**config.mk**
```make
export PLATFORM = sky130hd
export DESIGN_NAME = oam_dma_controller_flat
export DESIGN_NICKNAME = d
export VERILOG_FILES = /design/src/rtl/oam_dma_if.sv /design/src/rtl/oam_dma_controller.sv /design/src/flat_wrapper.sv
export SDC_FILE = /design/constraint.sdc
export NUM_CORES = 1
export LEC_CHECK = 0
export ABC_AREA = 1
export CAP_MARGIN = 10
export CORE_ASPECT_RATIO = 1.1
export CORE_UTILIZATION = 47
export CTS_CLUSTER_DIAMETER = 40
export CTS_CLUSTER_SIZE = 28
export DETAILED_ROUTE_END_ITERATION = 6
export PLACE_DENSITY = 0.86
export SETUP_SLACK_MARGIN = 0.2
export SLEW_MARGIN = 30
export SYNTH_ARGS = -nofsm -noshare
export SYNTH_HDL_FRONTEND = slang
export SYNTH_SLANG_ARGS = --single-unit
```
**constraint.sdc**
```tcl
create_clock -name clock -period 4.1 [get_ports clock]
set_clock_uncertainty 0.2 [all_clocks]
set_input_delay 1.23 -clock clock [delete_from_list [all_inputs] [get_ports clock]]
set_output_delay 1.23 -clock clock [all_outputs]
set_load 0.03 [all_outputs]
```
**src/rtl/oam_dma_if.sv**
```systemverilog
// Bus bundle between the CPU datapath, the OAM DMA sequencer and cpu_memory.
interface oam_dma_if;
  logic [15:0] cpu_addr;
  logic        cpu_r_en;
  logic [7:0]  cpu_w_data;
  logic [7:0]  mem_r_data;
  logic [15:0] mem_addr;
  logic        mem_r_en;
  logic [7:0]  mem_w_data;
  logic        cpu_stall;
  logic        dma_active;
  logic        dma_done;

  // Driver side: CPU datapath and memory model feeding the sequencer.
  modport master (
    output cpu_addr, cpu_r_en, cpu_w_data, mem_r_data,
    input  mem_addr, mem_r_en, mem_w_data, cpu_stall, dma_active, dma_done
  );

  // Sequencer side.
  modport slave (
    input  cpu_addr, cpu_r_en, cpu_w_data, mem_r_data,
    output mem_addr, mem_r_en, mem_w_data, cpu_stall, dma_active, dma_done
  );
endinterface

```
**src/rtl/oam_dma_controller.sv**
```systemverilog
// NES sprite DMA ($4014) sequencer. Passes CPU bus traffic through when idle;
// after a $4014 write it stalls the CPU and copies page $XX00-$XXFF to $2004.
module oam_dma_controller (
  input  logic      clock,
  input  logic      reset_n,
  input  logic      clock_en,
  oam_dma_if.slave  bus
);

  typedef enum logic [2:0] {
    IDLE  = 3'd0,
    HALT  = 3'd1,
    ALIGN = 3'd2,
    READ  = 3'd3,
    WRITE = 3'd4
  } state_t;

  localparam logic [15:0] DMA_REG  = 16'h4014;
  localparam logic [15:0] OAM_DATA = 16'h2004;

  state_t      state;
  state_t      state_next;
  logic [7:0]  page;
  logic [7:0]  idx;
  logic        parity;
  logic        trigger;

  // A CPU write to $4014 on an enabled cycle; only acted on while idle.
  assign trigger = clock_en && (bus.cpu_addr == DMA_REG) && !bus.cpu_r_en;

  // State register plus page/index/parity bookkeeping, all gated by clock_en.
  always_ff @(posedge clock or negedge reset_n) begin
    if (!reset_n) begin
      state  <= IDLE;
      page   <= 8'h00;
      idx    <= 8'h00;
      parity <= 1'b0;
    end else if (clock_en) begin
      parity <= ~parity;
      state  <= state_next;
      if (state == IDLE && trigger) begin
        page <= bus.cpu_w_data;
        idx  <= 8'h00;
      end else if (state == WRITE && idx != 8'hFF) begin
        idx <= idx + 8'd1;
      end
    end
  end

  // Next-state decode; an odd parity in HALT inserts one ALIGN cycle.
  always_comb begin
    state_next = state;
    unique case (state)
      IDLE:    if (trigger) state_next = HALT;
      HALT:    state_next = parity ? ALIGN : READ;
      ALIGN:   state_next = READ;
      READ:    state_next = WRITE;
      WRITE:   state_next = (idx == 8'hFF) ? IDLE : READ;
      default: state_next = IDLE;
    endcase
  end

  // Bus steering: CPU pass-through when idle, DMA source/destination otherwise.
  always_comb begin
    bus.mem_addr   = bus.cpu_addr;
    bus.mem_r_en   = bus.cpu_r_en;
    bus.mem_w_data = bus.cpu_w_data;
    bus.dma_done   = 1'b0;
    unique case (state)
      IDLE: ;
      HALT, ALIGN, READ: begin
        // HALT/ALIGN issue a dummy read of the first source byte.
        bus.mem_addr = {page, idx};
        bus.mem_r_en = 1'b1;
      end
      WRITE: begin
        // The byte fetched in READ arrives registered from memory this cycle.
        bus.mem_addr   = OAM_DATA;
        bus.mem_r_en   = 1'b0;
        bus.mem_w_data = bus.mem_r_data;
        bus.dma_done   = (idx == 8'hFF) && clock_en;
      end
      default: ;
    endcase
  end

  assign bus.cpu_stall  = (state != IDLE);
  assign bus.dma_active = (state != IDLE);

endmodule

```
**src/flat_wrapper.sv**
```systemverilog
// flat-port wrapper written by rule: the top's interface ports become plain ports
module oam_dma_controller_flat 
  (clock, reset_n, clock_en, bus_cpu_addr, bus_cpu_r_en, bus_cpu_w_data, bus_mem_r_data, bus_mem_addr, bus_mem_r_en, bus_mem_w_data, bus_cpu_stall, bus_dma_active, bus_dma_done);
  oam_dma_if bus_i ();
  input  logic clock;
  input  logic reset_n;
  input  logic clock_en;
  input wire logic [$bits(bus_i.cpu_addr)-1:0] bus_cpu_addr;
  input wire logic [$bits(bus_i.cpu_r_en)-1:0] bus_cpu_r_en;
  input wire logic [$bits(bus_i.cpu_w_data)-1:0] bus_cpu_w_data;
  input wire logic [$bits(bus_i.mem_r_data)-1:0] bus_mem_r_data;
  output wire logic [$bits(bus_i.mem_addr)-1:0] bus_mem_addr;
  output wire logic [$bits(bus_i.mem_r_en)-1:0] bus_mem_r_en;
  output wire logic [$bits(bus_i.mem_w_data)-1:0] bus_mem_w_data;
  output wire logic [$bits(bus_i.cpu_stall)-1:0] bus_cpu_stall;
  output wire logic [$bits(bus_i.dma_active)-1:0] bus_dma_active;
  output wire logic [$bits(bus_i.dma_done)-1:0] bus_dma_done;
  assign bus_i.cpu_addr = bus_cpu_addr;
  assign bus_i.cpu_r_en = bus_cpu_r_en;
  assign bus_i.cpu_w_data = bus_cpu_w_data;
  assign bus_i.mem_r_data = bus_mem_r_data;
  assign bus_mem_addr = bus_i.mem_addr;
  assign bus_mem_r_en = bus_i.mem_r_en;
  assign bus_mem_w_data = bus_i.mem_w_data;
  assign bus_cpu_stall = bus_i.cpu_stall;
  assign bus_dma_active = bus_i.dma_active;
  assign bus_dma_done = bus_i.dma_done;
  oam_dma_controller u_core (.clock(clock), .reset_n(reset_n), .clock_en(clock_en), .bus(bus_i));
endmodule
```
==> summary.md <==
* **global-route total usage across every layer** 24.1%
* **RSZ-0062 raised after global routing** no
* **source-to-sink clock delay at the later pin of the worst-skew pair** 310 ps
* **number of unique standard cell types used by synthesis** 30
* **final layout net count** 329
* **num rows** 21
* **Total Routed Length** 3980 um
* **Critical Path Start** bus_cpu_addr[15]
* **worst hold-check path type** reg -> reg
* **failing checks** design-rule violations
* **cts bufs inserted** 3
* **starting density of the core** 50.3%
* **TritonCTS clock tree** yes
* **average instance area after synthesis** 6.90 um^2
* **Via-to-Cell Ratio** 5.08
* **number of hold violations in the final report** 0
* **number of buffers inserted by port buffering** 63
* **Tcrit/Tclk final** 90.9%
* **power per cell area** 546 nW/um^2
* **slack of the worst reg-to-reg path** 2370 ps
* **initial antenna violation count** 0
* **width of the die** 57.2 um
* **clk buf depth** 2
* **remaining global-route overflow** 0
* **crit path launch type** input pin
* **Worst R2R Path Depth** 4
* **number of global-route vias before repair** 1608
* **post-synthesis async set-or-reset flop share** 100%
* **routed length per instance** 12.2 um
* **kind of critical path** in -> out
* **growth of design area from synthesis to finish** 40.0%
* **run status** finished with violations
* **filler instances** 272
* **fmax** 268 MHz
* **most instantiated library cell after synthesis** sky130_fd_sc_hd__nand2_1
* **first-pass GRT wire length** 6930 um
* **post-route antenna net violation count** 0
* **crit-path max FO** 2
* **clock period minus final worst setup slack** 3730 ps
* **area share of the largest cell type after synthesis** 31.8%
* **worst hold path depth** 1
* **nature of the critical path endpoint** output port
* **number of clock sinks seen by CTS** 20
* **area of all placed cells without fillers** 2200 um^2
* **worst-case hold slack** 293 ps
* **source of the worst hold timing path** u_core.parity
* **share of final-layout standard cells stronger than drive strength 1** 14.4%
* **area of placed instances** 2200 um^2
* **required time worst endpoint** 2670 ps
* **clock-pin transition on the worst setup and hold timing paths** 130 ps
* **CP Data Arrival Time** 2300 ps
* **Via Count** 1650
* **Worst Max-Slew Pin Slew** 472 ps
* **share of the yosys chip area belonging to registers** 31.8%
* **most used standard cells in the synthesized netlist** sky130_fd_sc_hd__nand2_1 (79), sky130_fd_sc_hd__inv_1 (28), sky130_fd_sc_hd__dfrtp_1 (20), sky130_fd_sc_hd__nor2_1 (20), sky130_fd_sc_hd__o21ai_1 (15)
* **pin count of the biggest net entering global routing** 21
* **Worst Hold Endpoint** u_core.parity
* **initial drt markers** 74
* **H-tree lvl count** 1
* **main flop type after synthesis** sky130_fd_sc_hd__dfrtp_1
* **number of synthesis warnings** 0
* **synthesis-stage register bit count** 20
* **Max-Slew Margin vs Limit** 68.5%
* **number of violations of the max-capacitance limit** 0
* **sum of internal, switching and leakage power** 1.20 mW
* **capture point of the worst reg-to-reg path** u_core.page[5]
* **count of TritonRoute iterations in the first routing pass** 6
* **accumulated negative setup slack** 0 ps
* **post-detailed-placement half-perimeter wirelength** 3050 um
* **Mapped Cells** 228
* **vertical die dimension** 62.7 um
* **Post-synth EDFFs** 0
* **Remaining DRCs** 4
* **biggest area consumer among synthesized cells** sky130_fd_sc_hd__dfrtp_1
* **final antenna diode count** 0
* **Mapped Area** 1570 um^2
* **leak pwr** 1.19 nW
* **startpoint of the lowest-slack register-to-register path** u_core.state[1]
* **Core Footprint** 3130 um^2
* **Max Slew Vio Count** 0
* **largest voltage drop on the vdd net** 400 uV
* **largest cells by area after synthesis** sky130_fd_sc_hd__dfrtp_1 (32%), sky130_fd_sc_hd__nand2_1 (19%), sky130_fd_sc_hd__inv_1 (6.7%)
* **number of top-level pins** 64
* **full die area** 3580 um^2
* **core utilization of the finished layout** 70.5%
* **gp weighted congestion** 0.866
* **buffer type at the clock tree root** sky130_fd_sc_hd__clkbuf_4
* **syn_nets** 265
* **count of endpoints failing setup in the final report** 0
* **post-CTS setup buffers** 0
-- layer usage --
metal	vias to the layer above	part of all wire, %	wire length [um]	global-route usage, %
met3	9	4.5	179	2.28
li1	839	-	-	-
met5	-	0	0	0
met1	753	45	1800	30.7
met2	49	48	1900	41.3
met4	0	2.3	93	9.76
-- metrics by stage --
| step | std cells | worst slack [ps] |
|---|---|---|
| after floorplan | 228 | 707 |
| final | 325 | 375 |
| after global placement | 321 | 101 |
| after global routing | 325 | 298 |
| after detailed placement | 321 | 109 |
| after CTS | 325 | 382 |
-- worst max-delay path by stage --
stage | endpoint | slack (ps)
after floorplan | bus_dma_done | 710
after global placement | bus_mem_addr[15] | 100
after detailed placement | bus_mem_addr[15] | 110
after CTS | bus_mem_w_data[5] | 380
after global routing | bus_mem_w_data[2] | 300
final | bus_mem_addr[15] | 370
-- logic make-up (layout without fill, tap and decap cells) --
group | Yosys count | count (layout) | share of synthesized area, %
AO/OA/AOI/OAI | 31 | 31 | 13.0
XOR/XNOR | 3 | 3 | 1.67
adder cells (fa/ha/maj) | 1 | 1 | 0.795
buffers and inverters | 42 | 105 | 12.3
flip-flops | 20 | 20 | 31.8
AND/OR/NAND/NOR | 131 | 131 | 40.5
-- what timing repair did --
action / in CTS / in global routing
endpoints found under the setup margin: 25 / 0
hold buffers: 0 / 0
gates resized for setup: 25 / 0
-- sequential cells by signal, indices dropped and copies added (netlist names) --
signal,flops
u_core.parity,1
u_core.page,8
u_core.idx,8
u_core.state,3
-- power breakdown --
group	total [mW]	switching, mW	internal [mW]
Sequential	0.284	0.0557	0.228
Clock	0.121	0.0670	0.0542
Combinational	0.799	0.531	0.268
-- worst max-delay path, stage by stage --
cell and delay [ps]:
sky130_fd_sc_hd__clkdlybuf4s50_1 480, sky130_fd_sc_hd__inv_2 40, sky130_fd_sc_hd__o21ai_1 120, sky130_fd_sc_hd__dlygate4sd2_1 430
-- layout make-up --
cell class | instances | area [um^2] | share of cell area [%]
clock buffers | 4 | 36.3 | 1.65
inverters | 36 | 138 | 6.25
multi-input cells | 166 | 880 | 39.9
flip-flops and latches | 20 | 500 | 22.7
well taps | 34 | 42.5 | 1.93
repair buffers | 65 | 607 | 27.5
-- cell usage in the layout (no fill, tap or decap) --
| master | count |
|---|---|
| sky130_fd_sc_hd__nor2_2 | 2 |
| sky130_fd_sc_hd__nand3_1 | 7 |
| sky130_fd_sc_hd__nor3_4 | 1 |
| sky130_fd_sc_hd__inv_2 | 7 |
| sky130_fd_sc_hd__o21ai_1 | 15 |
| sky130_fd_sc_hd__nand2_2 | 3 |
| sky130_fd_sc_hd__dlygate4sd2_1 | 25 |
| sky130_fd_sc_hd__ha_1 | 1 |
| sky130_fd_sc_hd__nor2_4 | 2 |
| sky130_fd_sc_hd__a21oi_1 | 1 |
| sky130_fd_sc_hd__xor2_1 | 3 |
| sky130_fd_sc_hd__a22o_1 | 2 |
| sky130_fd_sc_hd__nand3_4 | 1 |
| sky130_fd_sc_hd__nand3b_4 | 1 |
| sky130_fd_sc_hd__or2_2 | 1 |
| sky130_fd_sc_hd__buf_4 | 3 |
| sky130_fd_sc_hd__inv_1 | 28 |
| sky130_fd_sc_hd__dfrtp_1 | 20 |
| sky130_fd_sc_hd__clkbuf_4 | 3 |
| sky130_fd_sc_hd__a21oi_2 | 1 |
| sky130_fd_sc_hd__nand2_4 | 3 |
| sky130_fd_sc_hd__nand4_1 | 6 |
| sky130_fd_sc_hd__clkbuf_8 | 1 |
| sky130_fd_sc_hd__o22ai_2 | 1 |
| sky130_fd_sc_hd__nor3_2 | 1 |
| sky130_fd_sc_hd__nor2_8 | 1 |
| sky130_fd_sc_hd__inv_4 | 1 |
| sky130_fd_sc_hd__buf_2 | 1 |
| sky130_fd_sc_hd__o21ai_2 | 8 |
| sky130_fd_sc_hd__clkdlybuf4s50_1 | 36 |
| sky130_fd_sc_hd__nor3_1 | 3 |
| sky130_fd_sc_hd__nor2_1 | 20 |
| sky130_fd_sc_hd__nand2_1 | 79 |
| sky130_fd_sc_hd__o21ai_0 | 3 |
No activity file was read; power rests on OpenSTA's default activity.
